==> config.mk <==
export PLATFORM = sky130hd
export DESIGN_NAME = sdram_arbiter
export DESIGN_NICKNAME = d
export VERILOG_FILES = /design/src/rtl/sdram_arbiter.sv
export SDC_FILE = /design/constraint.sdc
export NUM_CORES = 1
export LEC_CHECK = 0
export ABC_CLOCK_PERIOD_IN_PS = 12000
export BUFFER_PORTS_ARGS = -buffer_cell sky130_fd_sc_hd__buf_2
export CORE_MARGIN = 8
export CORE_UTILIZATION = 52
export CTS_BUF_LIST = sky130_fd_sc_hd__clkbuf_8
export CTS_CLUSTER_SIZE = 8
export DETAILED_ROUTE_END_ITERATION = 8
export PLACE_DENSITY = 0.89
export SYNTH_ARGS = -nofsm -noshare
export SYNTH_HDL_FRONTEND = slang
export SYNTH_SLANG_ARGS = --single-unit
==> constraint.sdc <==
create_clock -name clk -period 12 [get_ports clk]
set_clock_uncertainty 0.1 [all_clocks]
set_input_delay 1.2 -clock clk [delete_from_list [all_inputs] [get_ports clk]]
set_output_delay 1.2 -clock clk [all_outputs]
set_load 0.05 [all_outputs]
==> src/rtl/sdram_arbiter.sv <==
// Two-port arbiter sharing one SDRAM controller port between the CPU path and a DMA engine.
// One word access at a time, fixed CPU priority, with a streak guard that bounds DMA starvation.
module sdram_arbiter #(
  parameter int ADDR_W         = 24,
  parameter int DATA_W         = 32,
  parameter int MAX_CPU_STREAK = 4
) (
  input  logic              clk,
  input  logic              reset,
  input  logic              cpu_start,
  input  logic              cpu_we,
  input  logic [ADDR_W-1:0] cpu_addr,
  input  logic [DATA_W-1:0] cpu_data,
  output logic [DATA_W-1:0] cpu_q,
  output logic              cpu_done,
  input  logic              dma_start,
  input  logic              dma_we,
  input  logic [ADDR_W-1:0] dma_addr,
  input  logic [DATA_W-1:0] dma_data,
  output logic [DATA_W-1:0] dma_q,
  output logic              dma_done,
  output logic              sd_start,
  output logic              sd_we,
  output logic [ADDR_W-1:0] sd_addr,
  output logic [DATA_W-1:0] sd_data,
  input  logic [DATA_W-1:0] sd_q,
  input  logic              sd_done,
  output logic              grant_dma
);

  typedef enum logic [1:0] {IDLE, BUSY, RELEASE} state_t;

  localparam logic [3:0] STREAK_MAX = 4'(MAX_CPU_STREAK);

  state_t     state;
  logic [3:0] streak;
  logic       pick_dma;

  // CPU wins ties unless it has already taken STREAK_MAX grants while DMA waited.
  assign pick_dma = dma_start && (!cpu_start || streak == STREAK_MAX);

  always_ff @(posedge clk or posedge reset) begin
    if (reset) begin
      state     <= IDLE;
      streak    <= '0;
      sd_start  <= 1'b0;
      sd_we     <= 1'b0;
      sd_addr   <= '0;
      sd_data   <= '0;
      cpu_q     <= '0;
      dma_q     <= '0;
      cpu_done  <= 1'b0;
      dma_done  <= 1'b0;
      grant_dma <= 1'b0;
    end else begin
      case (state)
        IDLE: begin
          if (cpu_start || dma_start) begin
            sd_start  <= 1'b1;
            grant_dma <= pick_dma;
            state     <= BUSY;
            if (pick_dma) begin
              sd_we   <= dma_we;
              sd_addr <= dma_addr;
              sd_data <= dma_data;
              streak  <= '0;
            end else begin
              sd_we   <= cpu_we;
              sd_addr <= cpu_addr;
              sd_data <= cpu_data;
              if (!dma_start)
                streak <= '0;
              else if (streak < STREAK_MAX)
                streak <= streak + 4'd1;
            end
          end
        end
        BUSY: begin
          if (sd_done) begin
            sd_start <= 1'b0;
            state    <= RELEASE;
            if (grant_dma) begin
              dma_q    <= sd_q;
              dma_done <= 1'b1;
            end else begin
              cpu_q    <= sd_q;
              cpu_done <= 1'b1;
            end
          end
        end
        RELEASE: begin
          // No grant here: the finished requester still has start high this cycle.
          cpu_done <= 1'b0;
          dma_done <= 1'b0;
          state    <= IDLE;
        end
        default: state <= IDLE;
      endcase
    end
  end

endmodule

==> impl_metrics.ini, run 1 <==
[floorplanning]
rows = 38
fp.coreArea_um2 = 10800
dieArea_um2 = 14600
io_pins = 276
fp.dieH_um = 121
dieWidth_um = 121
start_util = 0.531

[detailed_routing]
drc = 0
drtIter0Drc = 309
vias = 4823
routed_wl_mm = 18.0
first_pass_iters = 5
antenna_left = 0
wl_per_cell_um = 19.7
via_per_inst = 5.29

[logic_synthesis]
synth_cell_types = 29
yosysTopAreaCell = dfrtp_1
ys_ff_latch = 131
post_synth_inst_count = 492
synth_area_per_cell_um2 = 11.6
synth-simple-area-share = 0.0924
synth_area_leaders = dfrtp_1 (57%), mux2_4 (15%), a21oi_1 (10%)
synthMuxAreaShare = 0.166
synthAdderAreaFrac = 0.00437
ys.flop_type = dfrtp_1
synth-edff-count = 0
synth.top_cell.area_share = 0.572
synth-compound-area-share = 0.115
ys_top_cells_by_count = dfrtp_1 (131), a21oi_1 (115), nand2_1 (63)
async_flop_share = 1.00
synthXorXnorAreaFrac = 0
ys_seq_area_frac = 0.572
syn_nets = 645
yosysWarnings = 0
synth_top_family_by_area = multiplexers
yosysMostFrequentCell = dfrtp_1
syn_area_um2 = 5730

[critical_path]
slowest_stage = o21a_2
ff2ff_setup_slack_ns = 9.46
cp_top_family = compound AO/OA/AOI/OAI gates
crit_chain = buf_2 -> o21a_2 -> o21ai_1 -> mux2_2
slowest_delay_ns = 0.93
cp_num_buf_inv = 1
required_ns = 12.22
path_max_fanout = 60
cp.depth = 4
worstSetupPathType = input pin to flip-flop
worstSetupStartpointType = input pin
setup.worst_path.end_class = flip-flop
cp-startpoint = dma_start
r2r_cells = 4
reg2reg_to = streak[0]
timing.rr.start = state[0]
worstPathArrival_ns = 2.87
critPathCapture = streak[0]

[clock_tree]
cts_buffers = 17
clkTransAtPathRegs_ns = 0.07
cts_resized = 0
clock_latency_ns = 0.44
holdBufCountCts = 0
cts_tree = done
htree_num_levels = 4
cts_sinks = 131
clockRootBuffer = clkbuf_8
cts_max_path_buffers = 2
cts_setup_buffers = 0

[place]
dp.cells = 880
numPortBuffers = 275
gp_congestion = 0.876
hpwl_mm = 13.0

[power]
power.density_nw_per_um2 = 367
ir_worst_vdd_v = 0.000297
cellLeakagePower_nw = 3.94
power_mw = 2.76

[sta]
period_minus_slack_ns = 2.64
tightest_slew_ns = 1.14
slew_viol_final = 0
setup_viol = 0
grt_setup_unrepaired = false
hold_viol_final = 0
finalCritPeriodShare = 0.220
fin_tns_setup_ns = 0
relSlewSlack = 0.238
max_clock_freq_ghz = 0.378

[global_route]
grt.overflow.total = 0
grt_max_degree = 87
grt_usage = 0.245
antenna_found_initial = 0
grt_pass1_wl_mm = 27.8
grt_pass1_vias = 5143

[min_path]
hold_class = flip-flop to flip-flop

[cells_and_area]
drive_above_1_share = 0.497
antenna_cells = 0
fin_nets = 912
area_growth_pct = 31.1
finalNonFillerCells = 912

[outcome]
status = finished clean

[run]
maxCapViolCount = 0
-- cells by family after synthesis --
| group | Yosys count |
|---|---|
| buf+inv | 38 |
| simple gates | 129 |
| mux | 65 |
| compound gates | 127 |
| flops | 131 |
| fa+ha+maj | 2 |
-- per-stage QoR --
step	util	hold slack, ns	setup slack [ns]	instance area [um2]
after global routing	0.696	0.418	9.21	7510
after floorplan	-	0.400	7.20	5730
final	0.696	0.404	9.36	7510
after detailed placement	0.656	0.381	8.88	7080
after CTS	0.696	0.405	9.36	7510
after global placement	0.656	0.362	8.94	7080
-- worst register-to-register path: stages, from the launching register on --
cell and delay, ns:
dfrtp_1 0.40, nor2_1 0.36, o21a_2 0.99, o21ai_1 0.24, mux2_2 0.33
-- worst min path at each step --
| stage | end | startpoint | cells after the start | slack, ns |
|---|---|---|---|---|
| final | sd_start | sd_start | 2 | 0.40 |
| after global routing | sd_start | sd_start | 2 | 0.42 |
| after CTS | sd_start | sd_start | 2 | 0.40 |
| after detailed placement | cpu_done | cpu_done | 1 | 0.38 |
| after global placement | sd_start | sd_start | 2 | 0.36 |
| after floorplan | streak[1] | streak[1] | 1 | 0.40 |
-- routing by layer --
layer  vias up  global-route usage  part of all wire
li1       2196                   -                 -
met1      2358               0.274              0.38
met2       234               0.416              0.50
met3        35              0.0898             0.095
met4         0               0.101             0.023
met5         -                   0                 0
-- sequential cells by signal (all words and copies together), names as in the netlist, 2 cells and up --
name and cells:
dma_q 32, cpu_q 32, sd_addr 24, streak 4, state 2, sd_data 32
-- layout make-up --
| type | instances | area (um2) |
|---|---|---|
| tap | 140 | 175 |
| multi-input combinational | 323 | 2180 |
| timing repair buffer | 279 | 1410 |
| fill | 720 | 3280 |
| clock inverter | 14 | 186 |
| inverter | 7 | 35.0 |
| sequential | 131 | 3280 |
| clock buffer | 18 | 248 |
-- power by group --
group / switching [mW] / internal, mW
clock: 0.174 / 0.231
sequential: 0.134 / 0.661
combinational: 1.13 / 0.425
-- placed cells by master (no fill, tap or decap), types with 4 or more instances in the layout --
cell type  count
a21oi_1      115
mux2_4        58
nand2_1       63
nor2_1        59
buf_4          4
mux2_2         7
buf_2        275
dfrtp_1      131
clkbuf_8      18
inv_1          6
bufinv_16      4
Note: power is estimated with default switching activity, not from simulation.
==> run 2: changes to the inputs <==
==> config.mk (replaced) <==
export PLATFORM = sky130hd
export DESIGN_NAME = sdram_arbiter
export DESIGN_NICKNAME = d
export VERILOG_FILES = /design/src/rtl/sdram_arbiter.sv
export SDC_FILE = /design/constraint.sdc
export NUM_CORES = 1
export LEC_CHECK = 0
export ABC_CLOCK_PERIOD_IN_PS = 2600
export BUFFER_PORTS_ARGS = -buffer_cell sky130_fd_sc_hd__buf_2
export CORE_MARGIN = 8
export CORE_UTILIZATION = 48
export CTS_BUF_LIST = sky130_fd_sc_hd__clkbuf_8
export CTS_CLUSTER_SIZE = 8
export DETAILED_ROUTE_END_ITERATION = 8
export PLACE_DENSITY = 0.83
export SYNTH_ARGS = -nofsm -noshare
export SYNTH_HDL_FRONTEND = slang
export SYNTH_SLANG_ARGS = --single-unit
==> constraint.sdc (replaced) <==
create_clock -name clk -period 2.6 [get_ports clk]
set_clock_uncertainty 0.1 [all_clocks]
set_input_delay 0.26 -clock clk [delete_from_list [all_inputs] [get_ports clk]]
set_output_delay 0.26 -clock clk [all_outputs]
set_load 0.05 [all_outputs]
==> run 2 against run 1 <==
Clock power increased to 4.5 times the previous value. Via count increased by 18%. Design area increased by 20%. Power increased to 4.9 times the previous value. Setup slack got worse by 9.2 ns. Worst hold slack got worse by 0.37 ns. Combinational power increased to 5.2 times the previous value. Critical path depth increased by 4. Critical path type is now flip-flop to flip-flop.
==> impl_metrics.ini, run 2 (synthesis results as in run 1) <==
[outcome]
status = finished clean

[global_route]
grt_usage = 0.281
grt.overflow.total = 0
antenna_found_initial = 3
grt_max_degree = 68
grt_pass1_wl_mm = 34.7
grt_pass1_vias = 6333

[cells_and_area]
final_common_cell = buf_2
finalNonFillerCells = 1058
seq_area_um2 = 3280
final_cell_mix = buf_2 (275), dlygate4sd3_1 (133), dfrtp_1 (131), a21oi_1 (115), nand2_1 (63)
final_util = 0.761
fill_cells = 677
area_growth_pct = 56.9
top_regs = cpu_q: 32 flops, dma_q: 32 flops, sd_data: 32 flops
drive_above_1_share = 0.428
fin_nets = 1049
multi_input_area_um2 = 2190

[floorplanning]
fp.dieH_um = 125
dieArea_um2 = 15700
start_util = 0.485
fp.coreArea_um2 = 11800
rows = 40
io_pins = 276
dieWidth_um = 125

[place]
hpwl_mm = 12.5
numPortBuffers = 275
dp.cells = 890
gp_congestion = 0.791

[detailed_routing]
first_pass_iters = 6
antenna_left = 0
drc = 0
drtIter0Drc = 512
via_per_inst = 5.40
vias = 5709
routed_wl_mm = 22.4
wl_per_cell_um = 21.2

[power]
power_mw = 13.6
power.density_nw_per_um2 = 1510
cellLeakagePower_nw = 4.51
ir_worst_vdd_v = 0.000851

[sta]
finalCritPeriodShare = 0.949
tightest_slew_ns = 0.714
setup_viol = 0
hold_viol_final = 0
fin_tns_setup_ns = 0
grt_setup_unrepaired = false
slew_viol_final = 0
period_minus_slack_ns = 2.47
max_clock_freq_ghz = 0.405
relSlewSlack = 0.522

[clock_tree]
clockRootBuffer = clkbuf_8
cts_sinks = 131
clock_latency_ns = 0.44
cts_tree = done
cts_buffers = 17
cts_max_path_buffers = 2
clkTransAtPathRegs_ns = 0.08
htree_num_levels = 4

[critical_path]
ff2ff_setup_slack_ns = 0.13
worstPathArrival_ns = 2.69
setup.worst_path.end_class = flip-flop
path_max_fanout = 24
worstSetupStartpointType = flip-flop
worstSetupPathType = flip-flop to flip-flop
required_ns = 2.82

[run]
maxCapViolCount = 0

[min_path]
hold_class = input pin to flip-flop
-- run 2: cell count changes in the layout (fill, tap and decap cells not counted), moves of 2 or more --
cell,delta
clkinvlp_4,+3
buf_4,-4
buf_12,+7
dlygate4sd3_1,+133
diode_2,+2
-- run 2: power breakdown --
part           leakage, nW  internal [mW]  total [mW]  switching, mW
combinational         2.79           2.61        8.08           5.47
sequential            1.53           3.05        3.69          0.644
clock                0.202          0.995        1.83          0.832
total                 4.51           6.65        13.6           6.95
-- run 2: per-layer routing --
layer | GRT usage | up-vias | wire [um]
met3 | 0.123 | 119 | 2420
met1 | 0.296 | 2685 | 8020
met2 | 0.458 | 431 | 10600
met4 | 0.176 | 2 | 1330
met5 | 0 | - | 13
li1 | - | 2472 | -
-- run 2: worst paths after layout --
| kind | end | cells after the start | from |
|---|---|---|---|
| max | sd_addr[6] | 8 | streak[0] |
| min | sd_data[26] | 3 | dma_data[26] |
| max reg2reg | sd_addr[6] | 8 | streak[0] |
| min reg2reg | sd_start | 2 | sd_start |
| max in group asynchronous | sd_data[18] | 4 | reset |
| min in group asynchronous | cpu_q[12] | 3 | reset |
-- run 2: through the flow --
stage                     instance area, um2  setup slack [ns]  hold WS (ns)
after CTS                               8950             0.193       0.00312
after floorplan                         5730             0.617         0.268
after global routing                    8980            0.0577        0.0200
after detailed placement                7200             0.693         0.139
final                                   8980             0.133        0.0383
after global placement                  7200             0.720         0.139
-- run 2: area by class of cell --
class                   instances  share of cell area
diodes                          2            0.000557
clock buffers                  19              0.0291
clock inverters                13              0.0177
inverters                       7             0.00404
multi-input cells             323               0.244
flip-flops and latches        131               0.365
well taps                     147              0.0205
repair buffers                416               0.320
-- run 2: critical path: stages, from the launching register on --
cell and delay (ns):
dfrtp_1 0.35, inv_1 0.07, ha_1 0.21, and3b_1 0.21
o21a_4 0.28, buf_12 0.18, a21oi_1 0.23, a21oi_1 0.13
dlygate4sd3_1 0.57
-- run 2: repair_timing --
item	in CTS	in global routing
hold endpoints to repair	152	0
setup buffers	0	0
gates resized for setup	0	1
endpoints found under the setup margin	0	5
hold buffers	133	0
